File: config.mk
export PLATFORM = sky130hd
export DESIGN_NAME = reg_file_param
export DESIGN_NICKNAME = d
export VERILOG_FILES = /design/src/rtl/reg_file_pkg.sv /design/src/rtl/reg_file_rd_port.sv /design/src/rtl/reg_file_param.sv
export SDC_FILE = /design/constraint.sdc
export NUM_CORES = 1
export LEC_CHECK = 0
export BUFFER_PORTS_ARGS = -buffer_cell sky130_fd_sc_hd__buf_2
export CORE_ASPECT_RATIO = 1.5
export CORE_UTILIZATION = 50
export DETAILED_ROUTE_END_ITERATION = 10
export PLACE_DENSITY_LB_ADDON = 0.05
export SYNTH_ARGS = -nofsm -noshare
export SYNTH_HDL_FRONTEND = slang
export SYNTH_SLANG_ARGS = --single-unit
File: constraint.sdc
create_clock -name clk -period 7.7 [get_ports clk]
set_clock_uncertainty 0.15 [all_clocks]
set_input_delay 0.385 -clock clk [delete_from_list [all_inputs] [get_ports clk]]
set_output_delay 0.385 -clock clk [all_outputs]
set_load 0.01 [all_outputs]
File: src/rtl/reg_file_pkg.sv
// Shared types and default sizing for the parameterised register file.
// Optional same-cycle write bypass is enabled by defining REG_FILE_BYPASS_EN.
package reg_file_pkg;

   typedef enum logic {
      IDLE  = 1'b0,
      CLEAR = 1'b1
   } rf_state_t;

   localparam int DEF_DATA_W = 32;
   localparam int DEF_ADDR_W = 4;
   localparam int DEF_NUM_RD = 2;

endpackage

File: src/rtl/reg_file_rd_port.sv
// One combinational read port: array mux plus optional write bypass.
// Bypass path is compiled in only when REG_FILE_BYPASS_EN is defined.
module reg_file_rd_port
   import reg_file_pkg::*;
#(
   parameter int DATA_W = DEF_DATA_W,
   parameter int ADDR_W = DEF_ADDR_W
) (
   input  logic [(2**ADDR_W)*DATA_W-1:0] i_mem,
   input  logic [ADDR_W-1:0]             i_addr,
   input  logic                          i_byp_vld,
   input  logic [ADDR_W-1:0]             i_byp_addr,
   input  logic [DATA_W-1:0]             i_byp_data,
   output logic [DATA_W-1:0]             o_data
);

   logic [DATA_W-1:0] w_arr;

   assign w_arr = i_mem[i_addr*DATA_W +: DATA_W];

`ifdef REG_FILE_BYPASS_EN
   assign o_data = (i_byp_vld && (i_byp_addr == i_addr)) ?
                   i_byp_data : w_arr;
`else
   logic w_unused;
   assign w_unused = &{1'b0, i_byp_vld, i_byp_addr, i_byp_data};
   assign o_data   = w_arr;
`endif

endmodule

File: src/rtl/reg_file_param.sv
// Multi-read-port register file with a sequential whole-array clear.
// Define REG_FILE_BYPASS_EN to forward accepted write data to reads.
module reg_file_param
   import reg_file_pkg::*;
#(
   parameter int DATA_W = DEF_DATA_W,
   parameter int ADDR_W = DEF_ADDR_W,
   parameter int NUM_RD = DEF_NUM_RD
) (
   input  logic                     clk,
   input  logic                     reset,
   input  logic                     wr_en,
   input  logic [ADDR_W-1:0]        write_addr,
   input  logic [DATA_W-1:0]        write_data,
   input  logic [NUM_RD*ADDR_W-1:0] read_addr,
   output logic [NUM_RD*DATA_W-1:0] read_data,
   input  logic                     clr_req,
   output logic                     busy,
   output logic                     wr_drop
);

   localparam int DEPTH = 2**ADDR_W;

   rf_state_t         r_state;
   rf_state_t         w_state_nxt;
   logic [ADDR_W-1:0] r_clr_ptr;
   logic [ADDR_W-1:0] w_clr_ptr_nxt;
   logic              r_wr_drop;
   logic [DATA_W-1:0] r_mem [DEPTH];

   logic [DEPTH*DATA_W-1:0] w_mem_flat;
   logic                    w_wr_ok;

   assign busy    = (r_state == CLEAR);
   assign wr_drop = r_wr_drop;
   assign w_wr_ok = wr_en && !busy;

   always_comb begin
      w_state_nxt   = r_state;
      w_clr_ptr_nxt = r_clr_ptr;
      unique case (r_state)
         IDLE: begin
            if (clr_req) begin
               w_state_nxt   = CLEAR;
               w_clr_ptr_nxt = '0;
            end
         end
         CLEAR: begin
            w_clr_ptr_nxt = r_clr_ptr + 1'b1;
            if (&r_clr_ptr)
               w_state_nxt = IDLE;
         end
         default: w_state_nxt = IDLE;
      endcase
   end

   always_ff @(posedge clk) begin
      if (reset) begin
         r_state   <= CLEAR;
         r_clr_ptr <= '0;
         r_wr_drop <= 1'b0;
      end else begin
         r_state   <= w_state_nxt;
         r_clr_ptr <= w_clr_ptr_nxt;
         r_wr_drop <= wr_en && busy;
      end
   end

   // Reset cycle writes nothing; the clear it starts rewrites every entry.
   always_ff @(posedge clk) begin
      if (!reset) begin
         if (busy)
            r_mem[r_clr_ptr] <= '0;
         else if (wr_en)
            r_mem[write_addr] <= write_data;
      end
   end

   for (genvar g = 0; g < DEPTH; g++) begin : g_flat
      assign w_mem_flat[g*DATA_W +: DATA_W] = r_mem[g];
   end

   for (genvar p = 0; p < NUM_RD; p++) begin : g_rd
      reg_file_rd_port #(
         .DATA_W (DATA_W),
         .ADDR_W (ADDR_W)
      ) u_rd (
         .i_mem      (w_mem_flat),
         .i_addr     (read_addr[p*ADDR_W +: ADDR_W]),
         .i_byp_vld  (w_wr_ok),
         .i_byp_addr (write_addr),
         .i_byp_data (write_data),
         .o_data     (read_data[p*DATA_W +: DATA_W])
      );
   end

endmodule

==> impl_metrics.toml <==
[layout]
syn_to_final_growth_pct = 12.04
fill_cells = 3468
multi_input_area_um2 = 7704
drive_gt1_share_pct = 38.61
insertedDiodeCount = 0
ff_latch_area_um2 = 15490
fin_nets = 1303

[floorplan]
fp.coreArea_um2 = 46000
num_io_pins = 114
dieArea_um2 = 47850
die_x_um = 178.9
dieHeight_um = 267.4
start_util_pct = 51.04
rows = 96

[clocking]
cts_root_buffer = "clkbuf_16"
numCtsBuffers = 48
cts_tree = "yes"
path_clk_slew_ps = 60
insertion_delay_ps = 560
cts_htree_levels = 2
cts_resized = 0
clock_path_buffers = 3
clock-sinks = 518

[drt]
firstDrtPassIters = 5
postRouteAntennaNets = 0
route.vias.total = 12420
post-route-drc-count = 0
wl_per_cell_um = 31.54
wl_um = 58980
drt_iter0_drc = 1072
viasPerCell = 6.641

[sta]
max_slew_margin_pct = 29.24
clock.fmax_mhz = 295.7
tns_ps = 0
setup_viol = 0
tightest_slew_ps = 1061
hold_violations = 0
rsz0062_at_grt = "no"
whs_ps = 256.7
post-route-period-util_pct = 43.93
post-route-min-period_ps = 3382
maxSlewViolCount = 0

[logic_synthesis]
async_flop_share_pct = 0
synth_cell_type_count = 29
synthCells = 1145
synthesis.nets = 1194
synth_area_per_cell_um2 = 20.51
syn_area_um2 = 23480
synth_edf_count = 512
synth-seq-cells = 518
yosysWarnings = 0
yosysSeqAreaShare_pct = 65.99
synthFlopType = "edfxtp_1"

[placement]
post-dp-hpwl_um = 28730
gp_congestion = 0.7052
place.port_buffers = 113

[grt]
antenna_found_initial = 0
grt_pass1_vias = 13320
grt_pass1_wl_um = 85900
grt_overflow = 0
grt_util_all_layers_pct = 25.76
grt_max_degree = 109

[worst_setup_path]
timing.rr.start = "busy"
critPathRequiredTime_ps = 7160
cp_max_fo = 67
ff2ff_setup_slack_ps = 4360
r2r-end = "r_mem[11][30]"
end_kind = "primary output"
critPathLaunchType = "input port"
r2r_cells = 5
path_class = "in2out"
critical_path_arrival_ps = 2850

[hold_path]
min_to = "r_mem[15][31]"
hp-class = "in2reg"
hold_depth = 2
min_from = "write_data[31]"

[run]
cap_violations = 0

[power]
power.density_nw_per_um2 = 222.8
ir_drop_mv = 0.1949
leakage_nw = 7.812

[outcome]
status = "finished, final reports clean"
cells by family (layout without fill, tap and decap cells):
logic type	after synthesis	after routing	synth area share [%]
DFF	518	518	65.99
muxes	263	263	24.87
AOI/OAI and AO/OA	136	136	4.343
and+or+nand+nor	135	135	2.888
buffers and inverters	92	229	1.854
adders and majority gates	1	1	0.05328
cell usage in the layout (no fill, tap or decap), types with 2 or more instances in the layout:
| master | synthesis | final |
|---|---|---|
| and2_2 | 0 | 2 |
| a21oi_1 | 2 | 2 |
| mux2i_1 | 4 | 4 |
| nand2_1 | 66 | 66 |
| clkinv_2 | 0 | 2 |
| clkbuf_16 | 0 | 49 |
| nor3b_1 | 2 | 2 |
| a21o_1 | 2 | 2 |
| dfxtp_1 | 6 | 6 |
| clkinv_1 | 0 | 9 |
| nor2_1 | 5 | 3 |
| mux4_2 | 256 | 256 |
| buf_2 | 15 | 109 |
| clkbuf_1 | 36 | 7 |
| mux2_2 | 3 | 3 |
| and2_1 | 34 | 32 |
| edfxtp_1 | 512 | 512 |
| buf_6 | 0 | 2 |
| bufinv_16 | 0 | 4 |
| clkinvlp_4 | 0 | 5 |
| buf_4 | 19 | 34 |
| nor2b_4 | 0 | 4 |
| nor4_2 | 0 | 16 |
| a311oi_1 | 2 | 2 |
| clkinv_4 | 0 | 2 |
| dlygate4sd3_1 | 0 | 3 |
| a22oi_1 | 128 | 128 |
| nor2_4 | 0 | 2 |
worst max-delay path, stage by stage:
cell,delay (ps)
buf_6,520
buf_4,940
mux4_2,430
a22oi_1,210
nand2_1,140
buf_2,170
stage by stage:
step | total power (W) | cells | setup slack [ps] | area (um2) | utilization, %
2_1_floorplan | 0.003480 | 1145 | 2577 | 23480 | -
5_1_grt | 0.006032 | 1870 | 4083 | 26310 | 57.19
3_5_place_dp | 0.003643 | 1789 | 4247 | 24810 | 53.92
6_report | 0.005862 | 1870 | 4318 | 26310 | 57.19
4_1_cts | 0.005915 | 1870 | 4246 | 26310 | 57.19
3_3_place_gp | 0.003641 | 1789 | 4255 | 24810 | 53.92
sequential cells by signal, indices dropped and copies added, names as in the netlist:
name,count
r_mem,512
busy,1
wr_drop,1
r_clr_ptr,4
synth_stat cells (2+ instances only):
| cell type | number | share of area (%) |
|---|---|---|
| edfxtp_1 | 512 | 65 |
| mux4_2 | 256 | 25 |
| a22oi_1 | 128 | 4.1 |
| nand2_1 | 66 | 1.1 |
| clkbuf_1 | 36 | 0.58 |
| and2_1 | 34 | 0.91 |
| buf_1 | 22 | 0.35 |
| buf_4 | 19 | 0.61 |
| nor4_1 | 16 | 0.43 |
| buf_2 | 15 | 0.32 |
| dfxtp_1 | 6 | 0.51 |
| nor2_1 | 5 | 0.080 |
| nor2b_1 | 5 | 0.13 |
| mux2i_1 | 4 | 0.17 |
| mux2_2 | 3 | 0.14 |
| a21o_1 | 2 | 0.064 |
| a21oi_1 | 2 | 0.043 |
| a311oi_1 | 2 | 0.075 |
| nor3b_1 | 2 | 0.064 |
area by class of cell:
| cell class | instances | share of cell area, % |
|---|---|---|
| clock buffers | 56 | 4.761 |
| clock inverters | 22 | 0.8323 |
| multi-input cells | 535 | 29.28 |
| flip-flops and latches | 518 | 58.90 |
| well taps | 588 | 2.797 |
| repair buffers | 151 | 3.429 |
worst max-delay path by stage:
stage,from,to,slack (ps),cells past startpoint
CTS,read_addr[0],read_data[29],4250,6
global route,read_addr[0],read_data[16],4080,6
detailed placement,read_addr[0],read_data[29],4250,6
global placement,read_addr[0],read_data[16],4260,6
finish,read_addr[1],read_data[28],4320,6
floorplan,reset,r_mem[0][0],2580,5
metal layers:
| layer | global-route usage (%) | vias to the layer above | part of all wire, % |
|---|---|---|---|
| li1 | - | 5215 | - |
| met1 | 33.13 | 6716 | 38 |
| met2 | 45.81 | 393 | 54 |
| met3 | 2.910 | 95 | 5.4 |
| met4 | 7.558 | 0 | 2.7 |
| met5 | 0 | - | 0 |
where the power goes:
group,leakage [nW],switching [W],internal (W)
clock,0.700,0.000998,0.00129
combinational,2.86,0.000260,0.000204
sequential,4.26,0.0000159,0.00310
repair_timing:
| item | CTS | global route |
|---|---|---|
| setup buffers | 0 | 0 |
| hold buffers | 3 | 0 |
| endpoints found under the hold margin | 6 | 0 |
(Power assumes the default switching activity.)
